## src/rtl/hit_judge_multi.sv

```systemverilog
// N-lane beat/hit judge: synchronises buttons and the beat window, judges each window's
// presses against the latched target mask and keeps a saturating combo counter.
module hit_judge_multi #(
  parameter int unsigned NUM_LANES      = 4,
  parameter int unsigned TIMER_BITS     = 8,
  parameter int unsigned PERFECT_CYCLES = 16,
  parameter int unsigned COMBO_BITS     = 8
) (
  input  logic                  clk,
  input  logic                  rst,
  input  logic                  metronome_clk,
  input  logic [NUM_LANES-1:0]  btn,
  input  logic [NUM_LANES-1:0]  target,
  input  logic                  game_en,
  output logic                  correct_hit,
  output logic                  incorrect_hit,
  output logic                  partial,
  output logic [1:0]            grade,
  output logic                  judge_valid,
  output logic                  stray_press,
  output logic [COMBO_BITS-1:0] combo
);

  localparam logic [1:0] GRADE_NONE    = 2'd0;
  localparam logic [1:0] GRADE_PERFECT = 2'd1;
  localparam logic [1:0] GRADE_GOOD    = 2'd2;
  localparam logic [1:0] GRADE_MISS    = 2'd3;

  localparam logic [TIMER_BITS-1:0] TIMER_MAX = '1;
  localparam logic [COMBO_BITS-1:0] COMBO_MAX = '1;
  localparam logic [TIMER_BITS:0]   PERF_LIM  = (TIMER_BITS+1)'(PERFECT_CYCLES);

  typedef enum logic [1:0] {S_IDLE, S_OPEN, S_DONE} state_t;

  state_t                r_state, w_state_n;
  logic [NUM_LANES-1:0]  r_btn_s1, r_btn_s2, r_btn_s3, r_btn_edge;
  logic                  r_win_s1, r_win_s2, r_win_s3, r_win_rise, r_win_fall;
  logic [TIMER_BITS-1:0] r_timer, w_timer_n, w_timer_cur;
  logic [NUM_LANES-1:0]  r_pressed, w_pressed_n, r_target_q, w_target_n;
  logic                  w_correct_n, w_incorrect_n, w_partial_n, w_valid_n, w_stray_n;
  logic [1:0]            w_grade_n;
  logic [COMBO_BITS-1:0] w_combo_n, w_combo_inc;
  logic                  w_eval, w_stray_edge;

  // Identical 3-flop synchronisers with registered edge detect keep all inputs aligned.
  always_ff @(posedge clk or posedge rst) begin
    if (rst) begin
      r_btn_s1   <= '0;
      r_btn_s2   <= '0;
      r_btn_s3   <= '0;
      r_btn_edge <= '0;
      r_win_s1   <= 1'b0;
      r_win_s2   <= 1'b0;
      r_win_s3   <= 1'b0;
      r_win_rise <= 1'b0;
      r_win_fall <= 1'b0;
    end else begin
      r_btn_s1   <= btn;
      r_btn_s2   <= r_btn_s1;
      r_btn_s3   <= r_btn_s2;
      r_btn_edge <= r_btn_s2 & ~r_btn_s3;
      r_win_s1   <= metronome_clk;
      r_win_s2   <= r_win_s1;
      r_win_s3   <= r_win_s2;
      r_win_rise <= r_win_s2 & ~r_win_s3;
      r_win_fall <= ~r_win_s2 & r_win_s3;
    end
  end

  assign w_combo_inc = (combo == COMBO_MAX) ? COMBO_MAX : combo + 1'b1;

  always_comb begin
    w_state_n     = r_state;
    w_timer_n     = r_timer;
    w_timer_cur   = r_timer;
    w_pressed_n   = r_pressed;
    w_target_n    = r_target_q;
    w_correct_n   = correct_hit;
    w_incorrect_n = incorrect_hit;
    w_partial_n   = partial;
    w_grade_n     = grade;
    w_valid_n     = 1'b0;
    w_stray_n     = 1'b0;
    w_combo_n     = combo;
    w_eval        = 1'b0;
    w_stray_edge  = 1'b0;

    if (game_en) begin
      if (r_state == S_IDLE) begin
        if (r_win_rise) begin
          // Window opens: clear first, so a same-cycle press is judged at timer 0.
          w_state_n     = S_OPEN;
          w_pressed_n   = '0;
          w_target_n    = target;
          w_correct_n   = 1'b0;
          w_incorrect_n = 1'b0;
          w_partial_n   = 1'b0;
          w_grade_n     = GRADE_NONE;
          w_timer_cur   = '0;
          w_eval        = 1'b1;
        end else begin
          w_stray_edge = |r_btn_edge;
        end
      end else if (r_win_fall) begin
        if (r_state == S_OPEN) begin
          w_valid_n   = 1'b1;
          w_partial_n = 1'b0;
          if (r_target_q == '0) begin
            w_correct_n = 1'b1;
            w_grade_n   = GRADE_PERFECT;
            w_combo_n   = w_combo_inc;
          end else begin
            w_incorrect_n = 1'b1;
            w_grade_n     = GRADE_MISS;
            w_combo_n     = '0;
          end
        end
        w_state_n    = S_IDLE;
        w_stray_edge = |r_btn_edge;
      end else if (r_state == S_OPEN) begin
        w_eval = 1'b1;
      end

      if (w_eval) begin
        w_timer_n   = (w_timer_cur == TIMER_MAX) ? TIMER_MAX : w_timer_cur + 1'b1;
        w_pressed_n = w_pressed_n | r_btn_edge;
        if (|(r_btn_edge & ~w_target_n)) begin
          w_state_n     = S_DONE;
          w_incorrect_n = 1'b1;
          w_correct_n   = 1'b0;
          w_partial_n   = 1'b0;
          w_grade_n     = GRADE_MISS;
          w_valid_n     = 1'b1;
          w_combo_n     = '0;
        end else if ((w_pressed_n == w_target_n) && (|w_target_n)) begin
          w_state_n   = S_DONE;
          w_correct_n = 1'b1;
          w_partial_n = 1'b0;
          w_grade_n   = ({1'b0, w_timer_cur} < PERF_LIM) ? GRADE_PERFECT : GRADE_GOOD;
          w_valid_n   = 1'b1;
          w_combo_n   = w_combo_inc;
        end else begin
          w_partial_n = (|w_pressed_n) && ((w_pressed_n & ~w_target_n) == '0) &&
                        (w_pressed_n != w_target_n);
        end
      end

      if (w_stray_edge) begin
        w_stray_n = 1'b1;
        w_combo_n = '0;
      end
    end
  end

  always_ff @(posedge clk or posedge rst) begin
    if (rst) begin
      r_state       <= S_IDLE;
      r_timer       <= '0;
      r_pressed     <= '0;
      r_target_q    <= '0;
      correct_hit   <= 1'b0;
      incorrect_hit <= 1'b0;
      partial       <= 1'b0;
      grade         <= GRADE_NONE;
      judge_valid   <= 1'b0;
      stray_press   <= 1'b0;
      combo         <= '0;
    end else begin
      r_state       <= w_state_n;
      r_timer       <= w_timer_n;
      r_pressed     <= w_pressed_n;
      r_target_q    <= w_target_n;
      correct_hit   <= w_correct_n;
      incorrect_hit <= w_incorrect_n;
      partial       <= w_partial_n;
      grade         <= w_grade_n;
      judge_valid   <= w_valid_n;
      stray_press   <= w_stray_n;
      combo         <= w_combo_n;
    end
  end

endmodule

```

## config.mk

```make
export PLATFORM = sky130hd
export DESIGN_NAME = hit_judge_multi
export DESIGN_NICKNAME = d
export VERILOG_FILES = /design/src/rtl/hit_judge_multi.sv
export SDC_FILE = /design/constraint.sdc
export NUM_CORES = 1
export LEC_CHECK = 0
export CAP_MARGIN = 20
export CORE_AREA = 2 2 80 112
export DETAILED_ROUTE_END_ITERATION = 10
export DIE_AREA = 0 0 82 114
export PLACE_DENSITY_LB_ADDON = 0.2
export REMOVE_ABC_BUFFERS = 1
export SYNTH_ARGS = -nofsm -noshare
export SYNTH_HDL_FRONTEND = slang
export SYNTH_SLANG_ARGS = --single-unit
```

## constraint.sdc

```tcl
create_clock -name clk -period 3.8 [get_ports clk]
set_input_delay 0.76 -clock clk [delete_from_list [all_inputs] [get_ports clk]]
set_output_delay 0.76 -clock clk [all_outputs]
set_load 0.03 [all_outputs]
```

### Yosys cells after proc, flatten, opt, wreduce, memory -nomap -nowiden

Index checks and enable logic that the tools add are counted.

* add/sub/neg operators: 2
* multipliers: 0
* divide/modulo/power cells: 0
* magnitude comparators: 1
* equal/unequal tests: 6
* shift operators: 0
* mux-type cells: 74
* bitwise operators: 10
* reductions and logical operators: 14

Operator list (number)
* $mux W8: 13
* $mux W1: 39
* $mux W2: 15
* $mux W4: 7
* $add A8 B1 Y8 const B: 2
* $eq A8 B8 Y1 const B: 2
* $reduce_or A4 Y1: 4
* $and A4 B4 Y4: 3
* $logic_not A4 Y1: 2
* $lt A8 B5 Y1 const B: 1
* $not A4 Y4: 2
* $reduce_bool A3 Y1: 2
* $eq A4 B4 Y1: 1
* $ne A4 B4 Y1: 1
* $or A4 B4 Y4: 1
* $reduce_and A4 Y1: 1
* $logic_and A1 B1 Y1: 3
* $ne A3 B2 Y1 const B: 1
* $and A1 B1 Y1: 2
* $eq A2 B1 Y1 const B: 1
* $logic_not A2 Y1: 1
* $not A1 Y1: 2
* $reduce_and A2 Y1: 1

* bits in registers: 54
* bits in latches: 0
* bits in writable memories: 0
* ROM bits: 0
* input port bits: 12
* output and inout bits: 15
* memories kept: 0

### Logic depth before layout (Yosys ltp)

* depth in word-level cells: 11
* gate-level depth with buffers: 12
* gate-level depth less buffers: 10

### Least setup slack after synthesis

Ideal clock, no wire load.

* path type: reg-to-reg
* from: register r_win_rise
* to: register combo[3]
* library setup time: 0.126 ns
* data arrival time: 2.766 ns
* setup slack: 0.908 ns
* cell stages (with the launch flop): 13
* path buffers: 3
* clock period less this slack: 2.892 ns
* cells stage by stage: dfrtp_1 -> or3b_1 -> buf_2 -> clkbuf_1 -> buf_1 -> a21oi_1 -> ha_1 -> nand4_1 -> nor3_1 -> a21oi_1 -> o21ai_0 -> a22oi_2 -> a221o_1

* cells in the longest elaborated chain, start to end: 10
* elaborated cells between the ends (all ways): 23

Ends and longest elaborated chain
* start: declaration: line 37 `logic r_win_s1, r_win_s2, r_win_s3, r_win_rise, r_win_fall;`
* start signal: assignment: line 65 `r_win_rise <= r_win_s2 & ~r_win_s3;`
* $mux W4: line 90 `if (r_win_rise) begin`
* $mux W4: line 89 `if (r_state == S_IDLE) begin`
* $mux W4: line 88 `if (game_en) begin`
* $or A4 B4 Y4: line 126 `w_pressed_n = w_pressed_n | r_btn_edge;`
* $eq A4 B4 Y1: line 135 `end else if ((w_pressed_n == w_target_n) && (|w_target_n)) begin`
* $logic_and A1 B1 Y1: line 135
* $mux W8: line 135
* $mux W8: line 127 `if (|(r_btn_edge & ~w_target_n)) begin`
* $mux W8: line 124 `if (w_eval) begin`
* $mux W8 (*): line 148 `if (w_stray_edge) begin`
* end signal: assignment: line 179 `combo <= w_combo_n;`
* end: declaration: line 21 `output logic [COMBO_BITS-1:0] combo`

Every way passes the cells marked *; elsewhere a longest branch is shown, timed or not. The select of a mux whose other input is x is not followed.
A chain may end at the register's enable or synchronous reset.

### Worst setup path in the final report

* from: register r_win_rise
* to: register combo[4]

The elaborated chain is that of the path after synthesis.

==> metrics <==
Post-Synth XOR/XNOR Area=0%; sequential share of the synthesized area=51.9%; Area Growth Syn to Fin=22.5%; Synth Area in Compound Gates=21.7%; CTS root buf=clkbuf_16; Critical Path Max Stage Delay=0.49 ns; DPL Wire Length=4080 um; Worst-path clk slew=0.07 ns; WHS=0.350 ns; EDFF count, synth=0; Clk pwr share=25.8%; antenna violations before repair=0; Clock Tree Buf Depth=2; site row count=40; Crit. End Element=flop; setup TNS=0 ns; Max Slew Vio Count=0; Worst Hold Class=flop to flop; Overflow after GRT=0; H-tree depth=2; DR iter-0 viols=87; top_reg_cell synth=dfrtp_1; R2R setup slack=0.57 ns; Slew HR=42.5%; worst-skew pair later-pin latency=0.29 ns; Reg2Reg Depth=11; Sink Count=54; top-level I/O count=27; Distinct cells, synth=52; Ys Warns=0; Post-CTS Setup Bufs=0; reg2reg start=r_win_rise; Post-synth top cells=dfrtp_1 (54), a21oi_1 (31), nor2_1 (17), inv_1 (15), nand2_1 (15); crit start category=flop; Leak=1.38 nW; final worst-path cycle share=85.0%; Power Dens Cells=629 nW/um^2; Max Fanout on Critical Path=12; ANT nets after route=0; net switching power figure=713 uW; mapped cell area=2600 um^2; Crit path buffers/inverters=2; CP delay by family, top=compound AO/OA/AOI/OAI gates; # resized after CTS=0; Placed Area=3020 um^2; final WL=5730 um; share of synthesized cell area in full adder, half adder and majority cells=2.88%; share of the synthesized area in the top cell type=51.9%; sequential power share=39.9%; Worst Tran Pin Value=0.862 ns; Avg WL per Cell=14.8 um; vias in the first global route=1986; DIE AREA=9350 um^2; Via Count=1999; share of cells above drive strength 1=12.4%; status=complete, no violations; CP max-delay cell=dfrtp_1; number of CTS-inserted buffers=5; Placeable Area=8410 um^2; worst slack, placed=0.477 ns; largest family of logic cells by synthesized area=compound AO/OA/AOI/OAI gates; Yosys top cell by area=dfrtp_1; largest net degree at the start of global routing=42; gr usage total=13.5%; Final Util=37.9%; FF+latch count, synth=54; post-synthesis mux area share=1.20%; critical path arrival=3.40 ns; Critical Path Start=r_win_rise; die height=114 um; Syn Area/Cell=10.5 um^2; Gate power share=34.3%; drt drc=0; slack of the critical path=0.569 ns; endpoints failing hold=0; ratio of routed vias to standard cells=5.15; Die Width=82 um; skew final=0.00640 ns; Worst path depth=11; global-route wire length before repair=9800 um; # diodes=0; CP Data Required Time=3.97 ns; final instance area=3190 um^2; CTS tree=done; setup violators final=0; worst path cell trace=or3b_1 > buf_4 > a21oi_1 > inv_1 > ha_1 > nand4_1 > nor3_1 > a21oi_1 > o21ai_0 > a22oi_2 > a221o_1; simple-gate share of the synthesized area=18.3%; ys async rst share=100%; Pre-Repair DR Iteration Count=4; Max-Cap Viols=0; Synth Instances=249; Fmax achieved=310 MHz; # nets final=300; Synth area leaders=dfrtp_1 (52%), a21oi_1 (6.0%), ha_1 (2.9%); Initial Util=31.0%; P_int=1.29 mW; crit-path most repeated cell=a21oi_1; min cycle time layout=3.23 ns; RSZ-0062 raised after global routing=false; capture point of the worst path=combo[4]; Hold Buf Count CTS=0; IR drop worst, VDD=0.228 mV; PortBufs=26; Net Sw Frac=35.5%; reg-to-reg endpoint=combo[4]; count leader, synth=dfrtp_1; WS Path Type=flop to flop; last weighted congestion value of the routability-driven placer=0.851
==> registers in the layout, summed over array words and instances, names as in the netlist <==
register and flops:
r_btn_edge 4, grade 2, r_win_s1 1, incorrect_hit 1
r_win_rise 1, r_timer 8, r_state 2, r_target_q 4
r_btn_s2 4, r_win_s3 1, judge_valid 1, r_win_fall 1
r_win_s2 1, r_btn_s3 4, correct_hit 1, r_btn_s1 4
partial 1, stray_press 1, combo 8, r_pressed 4
==> cell families (layout without fill, tap and decap cells) <==
family | after synthesis | count (layout)
AOI/OAI and AO/OA | 80 | 80
adders and majority gates | 6 | 6
buffers and inverters | 25 | 59
DFF | 54 | 54
muxes | 3 | 3
and+or+nand+nor | 81 | 81
==> layout make-up <==
type	count	area [um^2]
clock inverters	3	45.0
inverters	16	60.1
well taps	105	131
multi-input cells	170	1150
fillers	865	5220
flip-flops and latches	54	1350
clock buffers	5	125
repair buffers	35	328
==> through the flow <==
stage          total power, mW  cells
6_report                  2.01    388
5_1_grt                   2.15    388
4_1_cts                   2.03    388
3_5_place_dp              1.50    380
3_3_place_gp              1.50    380
2_1_floorplan             1.26    240
==> power by group through the flow <==
stage	combinational [mW]	sequential, mW	clock [mW]
after floorplan	0.403	0.859	0
after CTS	0.695	0.799	0.539
after global routing	0.770	0.818	0.562
after detailed placement	0.693	0.809	0
after global placement	0.689	0.807	0
final	0.689	0.801	0.518
==> worst min path at each step <==
stage / from / endpoint / slack, ns / cells past startpoint
after floorplan: r_btn_s1[0] / r_btn_s2[0] / 0.33 / 0
after global placement: r_btn_s1[0] / r_btn_s2[0] / 0.33 / 0
after detailed placement: r_btn_s1[3] / r_btn_s2[3] / 0.33 / 0
after CTS: r_win_s1 / r_win_s2 / 0.35 / 0
after global routing: r_btn_s1[3] / r_btn_s2[3] / 0.36 / 0
final: r_btn_s1[3] / r_btn_s2[3] / 0.35 / 0
==> cell usage in the layout (no fill, tap or decap), types with 7 or more instances in the layout <==
master,n
a21oi_1,31
buf_4,9
clkdlybuf4s50_1,26
dfrtp_1,54
inv_1,14
nand2_1,15
nand3_1,8
nand4_1,7
nor2_1,17
nor2b_1,7
o21ai_0,12
==> routing by layer <==
layer	global-route usage, %	up-vias	share of wire (%)
li1	-	978	-
met1	18.0	975	46
met2	20.9	35	48
met3	2.93	11	3.1
met4	5.78	0	2.6
met5	0	-	0
No activity file was read; power rests on OpenSTA's default activity.
